==> config.mk <==
export PLATFORM = sky130hd
export DESIGN_NAME = ahb_resp_mux_flat
export DESIGN_NICKNAME = d
export VERILOG_FILES = /design/src/rtl/ahb_pkg.sv /design/src/rtl/ahb_resp_mux_if.sv /design/src/rtl/ahb_wait_timer.sv /design/src/rtl/ahb_resp_mux.sv /design/src/flat_wrapper.sv
export SDC_FILE = /design/constraint.sdc
export NUM_CORES = 1
export LEC_CHECK = 0
export BUFFER_PORTS_ARGS = -buffer_cell sky130_fd_sc_hd__buf_2
export CORE_ASPECT_RATIO = 1.4
export CORE_MARGIN = 2
export CORE_UTILIZATION = 29
export DETAILED_ROUTE_END_ITERATION = 10
export PLACE_DENSITY = 0.8
export RECOVER_POWER = 25
export SLEW_MARGIN = 20
export SYNTH_ARGS = -nofsm -noshare
export SYNTH_HDL_FRONTEND = slang
export SYNTH_SLANG_ARGS = --single-unit
export TNS_END_PERCENT = 1
==> constraint.sdc <==
create_clock -name hclk -period 1.4 [get_ports hclk]
set_input_delay 0.14 -clock hclk [delete_from_list [all_inputs] [get_ports hclk]]
set_output_delay 0.14 -clock hclk [all_outputs]
set_load 0.01 [all_outputs]
==> src/rtl/ahb_pkg.sv <==
// ahb_pkg: shared AHB encodings and the response-mux state type.
//   HTRANS_* : master transfer types (IDLE/BUSY/NONSEQ/SEQ)
//   HRESP_*  : slave response codes (OKAY/ERROR)
//   state_t  : response-mux data-phase tracker states
package ahb_pkg;

    localparam logic [1:0] HTRANS_IDLE   = 2'b00;
    localparam logic [1:0] HTRANS_BUSY   = 2'b01;
    localparam logic [1:0] HTRANS_NONSEQ = 2'b10;
    localparam logic [1:0] HTRANS_SEQ    = 2'b11;

    localparam logic HRESP_OKAY  = 1'b0;
    localparam logic HRESP_ERROR = 1'b1;

    typedef enum logic [1:0] {
        ST_IDLE = 2'd0,
        ST_DATA = 2'd1,
        ST_ERR1 = 2'd2,
        ST_ERR2 = 2'd3
    } state_t;

endpackage

==> src/rtl/ahb_resp_mux_if.sv <==
// ahb_resp_mux_if: bus bundle between the master, two slaves and the mux.
//   sel, htrans                : address-phase select and transfer type
//   hrdata_x/hreadyout_x/hresp_x : per-slave response inputs
//   hrdata/hready/hresp        : muxed response back to master (and slaves)
// Modports:
//   slave  : the response mux's view (consumes select/slave signals)
//   master : the environment's view (drives select/slave signals)
interface ahb_resp_mux_if #(
    parameter int DATA_W = 32
);
    logic              sel;
    logic [1:0]        htrans;
    logic [DATA_W-1:0] hrdata_0;
    logic [DATA_W-1:0] hrdata_1;
    logic              hreadyout_0;
    logic              hreadyout_1;
    logic              hresp_0;
    logic              hresp_1;
    logic [DATA_W-1:0] hrdata;
    logic              hready;
    logic              hresp;

    modport slave (
        input  sel, htrans,
        input  hrdata_0, hrdata_1, hreadyout_0, hreadyout_1, hresp_0, hresp_1,
        output hrdata, hready, hresp
    );

    modport master (
        output sel, htrans,
        output hrdata_0, hrdata_1, hreadyout_0, hreadyout_1, hresp_0, hresp_1,
        input  hrdata, hready, hresp
    );
endinterface

==> src/rtl/ahb_wait_timer.sv <==
// ahb_wait_timer: 8-bit consecutive wait-state counter.
//   clk, rst : clock, async active-high reset
//   inc      : a wait cycle is in progress this cycle
//   clr      : transfer completed (hready=1) this cycle; counter restarts
//   expire   : this wait cycle brings the count to TIMEOUT
module ahb_wait_timer #(
    parameter int TIMEOUT = 16
) (
    input  logic clk,
    input  logic rst,
    input  logic inc,
    input  logic clr,
    output logic expire
);
    logic [7:0] cnt_q, cnt_d;

    always_comb begin
        cnt_d = cnt_q;
        if (clr)      cnt_d = '0;
        else if (inc) cnt_d = cnt_q + 8'd1;
    end

    always_ff @(posedge clk or posedge rst) begin
        if (rst) cnt_q <= '0;
        else     cnt_q <= cnt_d;
    end

    // Flag on the increment that lands on TIMEOUT so the FSM moves to ERR1
    // on that same edge, giving exactly TIMEOUT wait cycles.
    assign expire = inc && (cnt_q == 8'(TIMEOUT - 1));
endmodule

==> src/rtl/ahb_resp_mux.sv <==
// ahb_resp_mux: AHB slave-response multiplexer for two slaves.
//   hclk, hreset : clock, async active-high reset
//   bus          : ahb_resp_mux_if.slave (select/htrans in, slave
//                  responses in, muxed hrdata/hready/hresp out)
// The address-phase select is captured when a transfer is accepted and
// steers the data-phase response with zero added latency.
// Optional feature: define AHB_RESP_MUX_TIMEOUT_EN to add a wait-state
// watchdog that issues a two-cycle ERROR after TIMEOUT wait cycles.
module ahb_resp_mux
    import ahb_pkg::*;
#(
    parameter int DATA_W  = 32,
    parameter int TIMEOUT = 16   // 2..255
) (
    input  logic           hclk,
    input  logic           hreset,
    ahb_resp_mux_if.slave  bus
);
    state_t state_q, state_d;
    logic   sel_q, sel_d;

    logic              rdy_sel;
    logic              resp_sel;
    logic [DATA_W-1:0] data_sel;

    logic              hready_w;
    logic              hresp_w;
    logic [DATA_W-1:0] hrdata_w;

    logic wait_expire;

    // Only htrans[1] distinguishes active transfers from IDLE/BUSY.
    logic unused_htrans0;
    assign unused_htrans0 = bus.htrans[0];

    assign rdy_sel  = sel_q ? bus.hreadyout_1 : bus.hreadyout_0;
    assign resp_sel = sel_q ? bus.hresp_1     : bus.hresp_0;
    assign data_sel = sel_q ? bus.hrdata_1    : bus.hrdata_0;

`ifdef AHB_RESP_MUX_TIMEOUT_EN
    ahb_wait_timer #(
        .TIMEOUT (TIMEOUT)
    ) u_wait_timer (
        .clk    (hclk),
        .rst    (hreset),
        .inc    ((state_q == ST_DATA) && !rdy_sel),
        .clr    (hready_w),
        .expire (wait_expire)
    );
`else
    localparam int unused_timeout = TIMEOUT;
    assign wait_expire = 1'b0;
`endif

    // Response outputs are combinational from state so the slave's data
    // reaches the master in the same cycle.
    always_comb begin
        hready_w = 1'b1;
        hresp_w  = HRESP_OKAY;
        hrdata_w = '0;
        case (state_q)
            ST_DATA: begin
                hready_w = rdy_sel;
                hresp_w  = resp_sel;
                hrdata_w = data_sel;
            end
`ifdef AHB_RESP_MUX_TIMEOUT_EN
            // Late slave ready is ignored here: the transfer is already
            // being terminated with ERROR.
            ST_ERR1: begin
                hready_w = 1'b0;
                hresp_w  = HRESP_ERROR;
            end
            ST_ERR2: begin
                hresp_w  = HRESP_ERROR;
            end
`endif
            default: ;
        endcase
    end

    always_comb begin
        state_d = state_q;
        sel_d   = sel_q;
        if (hready_w) begin
            if (bus.htrans[1]) begin
                state_d = ST_DATA;
                sel_d   = bus.sel;
            end else begin
                state_d = ST_IDLE;
            end
        end
`ifdef AHB_RESP_MUX_TIMEOUT_EN
        // hready is low in both cases, so these never fight the above.
        if (state_q == ST_DATA && wait_expire) state_d = ST_ERR1;
        if (state_q == ST_ERR1)                state_d = ST_ERR2;
`else
        if (wait_expire) state_d = state_q;
`endif
    end

    always_ff @(posedge hclk or posedge hreset) begin
        if (hreset) begin
            state_q <= ST_IDLE;
            sel_q   <= 1'b0;
        end else begin
            state_q <= state_d;
            sel_q   <= sel_d;
        end
    end

    assign bus.hready = hready_w;
    assign bus.hresp  = hresp_w;
    assign bus.hrdata = hrdata_w;
endmodule

==> src/flat_wrapper.sv <==
// flat-port wrapper written by rule: the top's interface ports become plain ports
module ahb_resp_mux_flat import ahb_pkg::*;
#(
    parameter int DATA_W  = 32,
    parameter int TIMEOUT = 16            
)
  (hclk, hreset, bus_sel, bus_htrans, bus_hrdata_0, bus_hrdata_1, bus_hreadyout_0, bus_hreadyout_1, bus_hresp_0, bus_hresp_1, bus_hrdata, bus_hready, bus_hresp);
  ahb_resp_mux_if #(.DATA_W(DATA_W)) bus_i ();
  input  logic hclk;
  input  logic hreset;
  input wire logic [$bits(bus_i.sel)-1:0] bus_sel;
  input wire logic [$bits(bus_i.htrans)-1:0] bus_htrans;
  input wire logic [$bits(bus_i.hrdata_0)-1:0] bus_hrdata_0;
  input wire logic [$bits(bus_i.hrdata_1)-1:0] bus_hrdata_1;
  input wire logic [$bits(bus_i.hreadyout_0)-1:0] bus_hreadyout_0;
  input wire logic [$bits(bus_i.hreadyout_1)-1:0] bus_hreadyout_1;
  input wire logic [$bits(bus_i.hresp_0)-1:0] bus_hresp_0;
  input wire logic [$bits(bus_i.hresp_1)-1:0] bus_hresp_1;
  output wire logic [$bits(bus_i.hrdata)-1:0] bus_hrdata;
  output wire logic [$bits(bus_i.hready)-1:0] bus_hready;
  output wire logic [$bits(bus_i.hresp)-1:0] bus_hresp;
  assign bus_i.sel = bus_sel;
  assign bus_i.htrans = bus_htrans;
  assign bus_i.hrdata_0 = bus_hrdata_0;
  assign bus_i.hrdata_1 = bus_hrdata_1;
  assign bus_i.hreadyout_0 = bus_hreadyout_0;
  assign bus_i.hreadyout_1 = bus_hreadyout_1;
  assign bus_i.hresp_0 = bus_hresp_0;
  assign bus_i.hresp_1 = bus_hresp_1;
  assign bus_hrdata = bus_i.hrdata;
  assign bus_hready = bus_i.hready;
  assign bus_hresp = bus_i.hresp;
  ahb_resp_mux #(.DATA_W(DATA_W), .TIMEOUT(TIMEOUT)) u_core (.hclk(hclk), .hreset(hreset), .bus(bus_i));
endmodule
After elaboration in Yosys (flattened, before gate mapping)
Cells that the tools add are included.
W data, S select, Z words.
{ "totals": {"ff_bits": 3, "latch_bits": 0, "ramBits": 0, "romBits": 0, "inputBits": 73, "word_cells": 11, "n_memories": 0} }
{ "classes": {"addsub": 0, "multipliers": 0, "n_div": 0, "n_lt_le_gt_ge": 0, "eq_ne": 1, "shift": 0, "muxes": 7, "bitwise_logic": 0, "reduce_logical": 1} }
{ "op_table": {"columns": ["operator", "n"], "rows": [
  ["$mux W32", 2],
  ["$mux W1", 5],
  ["$eq A2 B1 Y1 const B", 1],
  ["$reduce_and A2 Y1", 1]
]} }

Longest topological paths before layout
Gate-level depths: netlist of run 1.
{ "logic_depth": {"depth_word": 3, "depth_mapped": 5} }

Worst setup path before layout of run 1
OpenSTA, ideal clock, no wires.
{ "synth_path": {"path_kind": "reg-to-output", "from": "reg u_core.sel_q", "to": "out bus_hrdata[10]", "t_arrival_ns": 0.946, "setup_slack_ns": 0.314, "path_stages_with_launch": 5, "n_path_buf": 2, "path_cell_list": "dfrtp_1 buf_6 buf_6 mux2i_1 nor2b_1"} }
{ "synth_between": {"elab_chain_len": 2} }
{ "synth_lines": {"columns": ["item", "line_no", "text"], "rows": [
  ["start: declaration", "ahb_resp_mux.sv:20", "logic sel_q, sel_d;"],
  ["start signal: assignment", "ahb_resp_mux.sv:108", "sel_q <= sel_d;"],
  ["$mux W32", "ahb_resp_mux.sv:38", "assign data_sel = sel_q ? bus.hrdata_1 : bus.hrdata_0;"],
  ["$mux W32", "ahb_resp_mux.sv:61", "case (state_q)"],
  ["end: declaration", "flat_wrapper.sv:19", "output wire logic [$bits(bus_i.hrdata)-1:0] bus_hrdata;"]
]} }
Every way passes these cells.

Worst setup path after layout of run 1
{ "layout_path": {"from": "reg u_core.sel_q", "to": "out bus_hrdata[14]"} }
Same word-level chain as after synthesis.

==> results.cfg, run 1 <==
[min_path]
hp-class = in -> reg

[pwr]
cellLeakagePower_nw = 0.857
power.switching_mw = 0.398
p_per_area_nw_per_um2 = 752
power.share.switching = 0.402
ir_drop_v = 0.000412
p_int_mw = 0.591
pwr-share-comb = 0.770
seq_power_share = 0.083
p_clk_frac = 0.148
power_mw = 0.989

[grt]
grt_first_pass_wirelength_um = 3620
antenna_found_initial = 0
overflow = 0
grt_pass1_vias = 965
gr-usage-all-layers = 0.169
grt_max_degree = 37

[place]
place_inst = 209
portBuffers = 105
dpl.hpwl_um = 1950
place_congestion = 0.704

[logic_synthesis]
syn_inst = 85
synth_top_family_by_area = multiplexers
synth_compound_area_frac = 0.00713
syn_area_per_cell_sq_um = 8.26
netlist_area_sq_um = 702
synthMuxAreaShare = 0.485
synth-xor-area-share = 0
yosysWarnings = 0
synthSimpleGateAreaFrac = 0.339
ys_seq_area_frac = 0.0713
syn_nets = 158
synth.distinct_cells = 13
yosys.area_share.adder = 0
ys_ff_latch = 2

[setup_path]
cp.required_ps = 1260
path_class = reg -> out
crit_arrival_ps = 1250
cp-start-kind = register
cp_slowest_stage_delay_ps = 450
crit_path_end_kind = primary output
worstPathCellList = buf_12 -> mux2i_2 -> nor2b_1 -> buf_2
cp_top_family = flip-flops
slowest_stage = dfrtp_2
crit_fanout = 12
path_buf_inv = 2

[floorplanning]
die_h_um = 62.2
rows = 21
die_w_um = 45.6
core-area_sq_um = 2340
start_util = 0.300
io_pins = 107
die_area_sq_um = 2840

[timing]
report.final.slew_viol_count = 0
period_minus_slack_ps = 1390
final.period_utilization = 0.994
whs_ps = 145
relSlewSlack = 0.902
skew_ps = 6.25
setup_viol_count_final = 0
tightestPinTransition_ps = 144
fmax_mhz = 718
rsz0062_at_grt = true
hold_viol_final = 0

[routing]
wl_um = 2420
via_per_inst = 4.67
drtIter0Drc = 8
drtPass1Iterations = 3
wl_per_cell_um = 11.3
detail-route-antenna-nets = 0
vias = 1003
drc = 0

[outcome]
status = finished, final reports clean

[cells_and_area]
num-nets-final = 266
final_cell_count_no_fill = 215
n_antenna_cell = 0
final_common_cell = buf_2
final_layout_size_suffix_gt1_frac = 0.594
fillers = 226
syn_to_final_growth_pct = 87.5
final_cell_mix = 105 x buf_2, 33 x mux2i_1, 33 x nor2b_1, 3 x clkbuf_4

[cts]
cts_tree = done
cts_max_level = 1
path_clk_slew_ps = 40
root_buffer = clkbuf_4
cts_buffer_depth = 2
clock_latency_ps = 230
cts_made_buffers = 3
clock-sinks = 2

[flow_run]
max_cap_violations = 0
per-layer routing:
metal / part of all wire / track usage / wire length (um)
met1: 0.33 / 0.145 / 799
met2: 0.53 / 0.324 / 1280
met3: 0.13 / 0.0378 / 312
met4: 0.011 / 0.0882 / 27
met5: 0 / 0 / 0
cells by family after synthesis:
family,after synthesis
and+or+nand+nor,39
muxes,34
buffers and inverters,9
DFF,2
AOI/OAI and AO/OA,1
synth_stat cells, drive strengths merged:
| master | number | area [sq um] |
|---|---|---|
| buf | 5 | 53.8 |
| clkbuf | 2 | 7.51 |
| dfrtp | 2 | 50.1 |
| inv | 2 | 7.51 |
| mux2i | 34 | 340 |
| nand2 | 2 | 7.51 |
| nand2b | 1 | 6.26 |
| nand3 | 2 | 10.0 |
| nand3b | 1 | 7.51 |
| nor2b | 33 | 206 |
| o21ai | 1 | 5.00 |
cell type report:
| cell class | instances | area, sq um | share of cell area |
|---|---|---|---|
| Timing Repair Buffer | 110 | 616 | 0.468 |
| Multi-Input combinational cell | 74 | 587 | 0.446 |
| Sequential cell | 2 | 51.3 | 0.0390 |
| Tap cell | 23 | 28.8 | 0.0219 |
| Clock buffer | 4 | 26.3 | 0.0200 |
| Inverter | 2 | 7.51 | 0.00570 |
power by group through the flow:
stage          clock (mW)  combinational, mW  sequential (mW)
2_1_floorplan           0              0.467           0.0733
3_3_place_gp            0              0.716           0.0761
3_5_place_dp            0              0.728           0.0764
4_1_cts             0.154              0.735           0.0767
5_1_grt             0.163              0.828           0.0834
6_report            0.146              0.761           0.0820
final timing paths:
path	depth (start not counted)	startpoint	slack [ps]	to
worst max-delay path	4	u_core.sel_q	8	bus_hrdata[14]
worst min-delay path	3	bus_htrans[1]	140	u_core.state_q[0]
worst max register to register	4	u_core.sel_q	380	u_core.state_q[0]
worst min register to register	3	u_core.state_q[0]	730	u_core.sel_q
max in group asynchronous	3	hreset	960	u_core.sel_q
min in group asynchronous	3	hreset	320	u_core.sel_q
timing repair:
action	in CTS	in global routing
buffers inserted	0	0
endpoints found under the setup margin	12	27
hold buffers	1	0
gates resized for setup	1	2
endpoints found under the hold margin	2	0
gates cloned	0	1
state kept, by name, summed over array words and instances (netlist names):
register / flops
u_core.state_q: 1
u_core.sel_q: 1
tightest hold or removal path, delay by kind of cell:
kind / cells / cell delay, ps
buf+inv: 2 / 130
simple gates: 1 / 60
through the flow:
stage	utilization	setup slack (ps)	instance area, sq um	TNS (ps)
2_1_floorplan	-	314	702	0
3_3_place_gp	0.532	232	1240	0
3_5_place_dp	0.532	235	1240	0
4_1_cts	0.549	9.79	1280	0
5_1_grt	0.563	-75.1	1320	-1330
6_report	0.563	8.04	1320	0
Note: power is estimated with default switching activity, not from simulation.
==> inputs of run 2 (changes only) <==
MAX_ROUTING_LAYER = met4   (was default)
==> run 2 against run 1 <==
Power barely moved. Clock skew barely moved. Highest routed layer unchanged. Sequential share of layout area did not move. Worst hold slack barely moved. Non-clock buffer count did not move. Via count fell by 0.30%. Wire length rose by 0.62%. Global-route usage rose by 0.43 points. Utilization did not move. Critical endpoint unchanged. First-iteration DRC count did not move.
==> results.cfg, run 2 (synthesis gave the netlist of run 1 again) <==
[floorplanning]
die_area_sq_um = 2840
start_util = 0.300
die_w_um = 45.6
core-area_sq_um = 2340
die_h_um = 62.2
io_pins = 107
rows = 21

[cells_and_area]
syn_to_final_growth_pct = 87.5
utilization = 0.563
final_cell_count_no_fill = 215
fin_area_sq_um = 1320
fillers = 226
num-nets-final = 266
top_regs = u_core.sel_q: 1 flops, u_core.state_q: 1 flops
final_cell_mix = 105 x buf_2, 33 x mux2i_1, 33 x nor2b_1, 3 x clkbuf_4
final_common_cell = buf_2
n_antenna_cell = 0
final_layout_size_suffix_gt1_frac = 0.594

[place]
dpl.hpwl_um = 1950
place_inst = 209
place_congestion = 0.712
portBuffers = 105
post_dp_cell_area_sq_um = 1240

[grt]
grt_max_degree = 37
grt_pass1_vias = 965
antenna_found_initial = 0
gr-usage-all-layers = 0.173
overflow = 0
grt_first_pass_wirelength_um = 3620

[routing]
drc = 0
vias = 1000
detail-route-antenna-nets = 0
via_per_inst = 4.65
drtIter0Drc = 8
wl_per_cell_um = 11.3
wl_um = 2440
drtPass1Iterations = 4

[flow_run]
max_cap_violations = 0

[setup_path]
cp-start-kind = register
crit_fanout = 12
path_class = reg -> out
cp.required_ps = 1260
crit_path_end_kind = primary output
crit_arrival_ps = 1250

[timing]
final.period_utilization = 0.994
fmax_mhz = 718
setup_viol_count_final = 0
hold_viol_final = 0
report.final.slew_viol_count = 0
timing.setup.tns_ps = 0
tightestPinTransition_ps = 144
whs_ps = 145
period_minus_slack_ps = 1390
relSlewSlack = 0.902
skew_ps = 6.24
rsz0062_at_grt = true

[cts]
cts_made_buffers = 3
cts_setup_buffers = 0
root_buffer = clkbuf_4
clock_latency_ps = 230
cts_buffer_depth = 2
clock-sinks = 2
cts_max_level = 1
path_clk_slew_ps = 40
cts_tree = done

[pwr]
ir_drop_v = 0.000412
cellLeakagePower_nw = 0.857
p_per_area_nw_per_um2 = 752

[min_path]
hp-class = in -> reg

[outcome]
status = finished, final reports clean
-- run 2: cell counts in the layout (fill, tap and decap cells not counted) --
Identical to the previous run, type by type.
-- run 2: final timing paths --
path	from	to	slack, ps	cells after the start
worst max-delay path	u_core.sel_q	bus_hrdata[14]	8	4
worst min-delay path	bus_htrans[1]	u_core.state_q[0]	140	3
max in group asynchronous	hreset	u_core.sel_q	960	3
min in group asynchronous	hreset	u_core.sel_q	320	3
worst min register to register	u_core.state_q[0]	u_core.sel_q	730	3
worst max register to register	u_core.sel_q	u_core.state_q[0]	380	4
-- run 2: final cells by class --
cell class,instances,area (sq um),share of cell area
Sequential cell,2,51.3,0.0390
Tap cell,23,28.8,0.0219
Clock buffer,4,26.3,0.0200
Inverter,2,7.51,0.00570
Timing Repair Buffer,110,616,0.468
Multi-Input combinational cell,74,587,0.446
-- run 2: power breakdown --
| group | internal (mW) | total [mW] | switching [mW] |
|---|---|---|---|
| Combinational | 0.417 | 0.762 | 0.345 |
| Sequential | 0.0677 | 0.0820 | 0.0142 |
| Clock | 0.106 | 0.146 | 0.0396 |
-- run 2: repair_timing --
item,in CTS,in global routing
resized for setup,1,2
endpoints found under the hold margin,2,0
hold buffers,1,0
gates cloned,0,1
endpoints found under the setup margin,12,26
-- run 2: per-stage QoR --
stage          setup slack [ps]  power, mW
3_3_place_gp                232      0.792
5_1_grt                   -75.1       1.07
2_1_floorplan               314      0.540
4_1_cts                    9.79      0.966
3_5_place_dp                235      0.804
6_report                   8.21      0.990
-- run 2: worst max-delay path, cell delays in order (launching register included) --
cell and delay, ps:
dfrtp_2 450, buf_12 170, mux2i_2 140, nor2b_1 110, buf_2 140
-- run 2: layer usage --
metal,track usage,vias up,routed length (um)
met4,0.0882,0,27
met1,0.152,427,824
met3,0.0262,2,301
met5,-,-,0
li1,-,501,-
met2,0.324,70,1290
==> inputs of run 3 (changes only) <==
CORE_MARGIN = default   (was 2)
==> run 3 against run 2 <==
The flow now finishes with violations (design-rule violations). Sequential power fell by 0.6%. Via count fell by 1.0%. Global-route usage fell by 1.6 points. Non-clock buffer count rose by 1. Sequential share of layout area barely moved. Cell area barely moved. Clock power barely moved. Critical endpoint is now bus_hrdata[11]. Largest power group unchanged.
==> results.cfg, run 3 (synthesis gave the netlist of run 1 again) <==
[routing]
via_per_inst = 4.60
detail-route-antenna-nets = 0
wl_per_cell_um = 10.2
wl_um = 2190
drc = 16
vias = 990
drtIter0Drc = 20
drtPass1Iterations = 6

[setup_path]
crit_arrival_ps = 1240
path_class = reg -> out
cp_slowest_stage_delay_ps = 430
cp.required_ps = 1260
path_buf_inv = 2
crit_path_end_kind = primary output
crit_fanout = 16
slowest_stage = dfrtp_2
cp-start-kind = register
worstPathCellList = buf_12 -> mux2i_1 -> nor2b_1 -> buf_2
cp_top_family = flip-flops

[min_path]
hp-class = in -> reg

[timing]
fin_ws_ps = 15.1
timing.setup.tns_ps = 0
tightestPinTransition_ps = 176
relSlewSlack = 0.882
final.period_utilization = 0.989
setup_viol_count_final = 0
skew_ps = 8.33
period_minus_slack_ps = 1380
rsz0062_at_grt = true
fmax_mhz = 722
report.final.slew_viol_count = 0
hold_viol_final = 0

[floorplanning]
core-area_sq_um = 2230
die_h_um = 60.2
die_area_sq_um = 2620
rows = 20
io_pins = 107
die_w_um = 43.6
start_util = 0.315

[flow_run]
max_cap_violations = 0

[cts]
cts_setup_buffers = 0
cts_max_level = 1
cts_buffer_depth = 2
clock_latency_ps = 230
root_buffer = clkbuf_4
cts_made_buffers = 3
path_clk_slew_ps = 40
clock-sinks = 2
cts_tree = done

[pwr]
power.share.switching = 0.396
ir_drop_v = 0.000465
seq_power_share = 0.083
power_mw = 0.982
p_per_area_nw_per_um2 = 747
cellLeakagePower_nw = 0.858
pwr-share-comb = 0.768
p_clk_frac = 0.149
power.switching_mw = 0.389
p_int_mw = 0.593

[cells_and_area]
fin_area_sq_um = 1320
utilization = 0.590
final_layout_size_suffix_gt1_frac = 0.596
top_regs = u_core.sel_q: 1 flops, u_core.state_q: 1 flops
num-nets-final = 267
final_common_cell = buf_2
final_cell_mix = 105 x buf_2, 33 x mux2i_1, 33 x nor2b_1, 3 x clkbuf_4
syn_to_final_growth_pct = 87.3
n_antenna_cell = 0

[grt]
grt_pass1_vias = 823
antenna_found_initial = 0
gr-usage-all-layers = 0.157
grt_first_pass_wirelength_um = 3020
grt_max_degree = 21
overflow = 0

[place]
dpl.hpwl_um = 1770
post_dp_cell_area_sq_um = 1250
dp_slack_ps = 264
portBuffers = 105
place_congestion = 0.705

[outcome]
status = complete, but fails checks
violations = design-rule violations
## run 3: cell types whose count changed in the layout (fill, tap and decap cells not counted), sizes merged
cell	before	now
buf	108	109
## run 3: path summary, 6_finish.rpt
kind / cells past startpoint / to / slack [ps] / startpoint
min in group asynchronous: 3 / u_core.sel_q / 320 / hreset
max in group asynchronous: 3 / u_core.sel_q / 960 / hreset
worst min register to register: 3 / u_core.state_q[0] / 700 / u_core.state_q[0]
worst max-delay path: 4 / bus_hrdata[11] / 20 / u_core.sel_q
worst min-delay path: 3 / u_core.state_q[0] / 130 / bus_htrans[1]
worst max register to register: 4 / u_core.state_q[0] / 410 / u_core.sel_q
## run 3: cell type report
type | count | area [sq um]
flip-flops and latches | 2 | 51.3
clock buffers | 4 | 26.3
repair buffers | 111 | 616
well taps | 22 | 27.5
inverters | 2 | 7.51
multi-input cells | 74 | 587
fillers | 220 | 912
## run 3: routing by layer
| metal | GRT usage | vias to the layer above | routed length (um) |
|---|---|---|---|
| li1 | - | 499 | - |
| met5 | - | - | 0 |
| met1 | 0.137 | 412 | 728 |
| met3 | 0.0151 | 2 | 298 |
| met2 | 0.311 | 77 | 1150 |
| met4 | 0.0938 | 0 | 16 |
## run 3: repair_timing
action | CTS | global route
hold endpoints to repair | 2 | 0
setup endpoints to repair | 0 | 26
hold buffers | 1 | 0
gates resized for setup | 0 | 1
## run 3: stage by stage
step                      hold WS, ps  instances
final                             130        215
after floorplan                  -119         85
after CTS                         126        214
after global placement          -8.51        209
after detailed placement        0.352        209
after global routing              157        215
## run 3: power by group through the flow
stage / clock network, mW / logic, mW / registers [mW]
after global routing: 0.165 / 0.820 / 0.0831
final: 0.146 / 0.754 / 0.0815
after CTS: 0.153 / 0.736 / 0.0777
after global placement: 0 / 0.724 / 0.0783
after detailed placement: 0 / 0.732 / 0.0783
after floorplan: 0 / 0.467 / 0.0733
## run 3: worst min-delay path, stage by stage
cell and delay, ps:
buf_2 90, inv_1 50, nand2_1 50
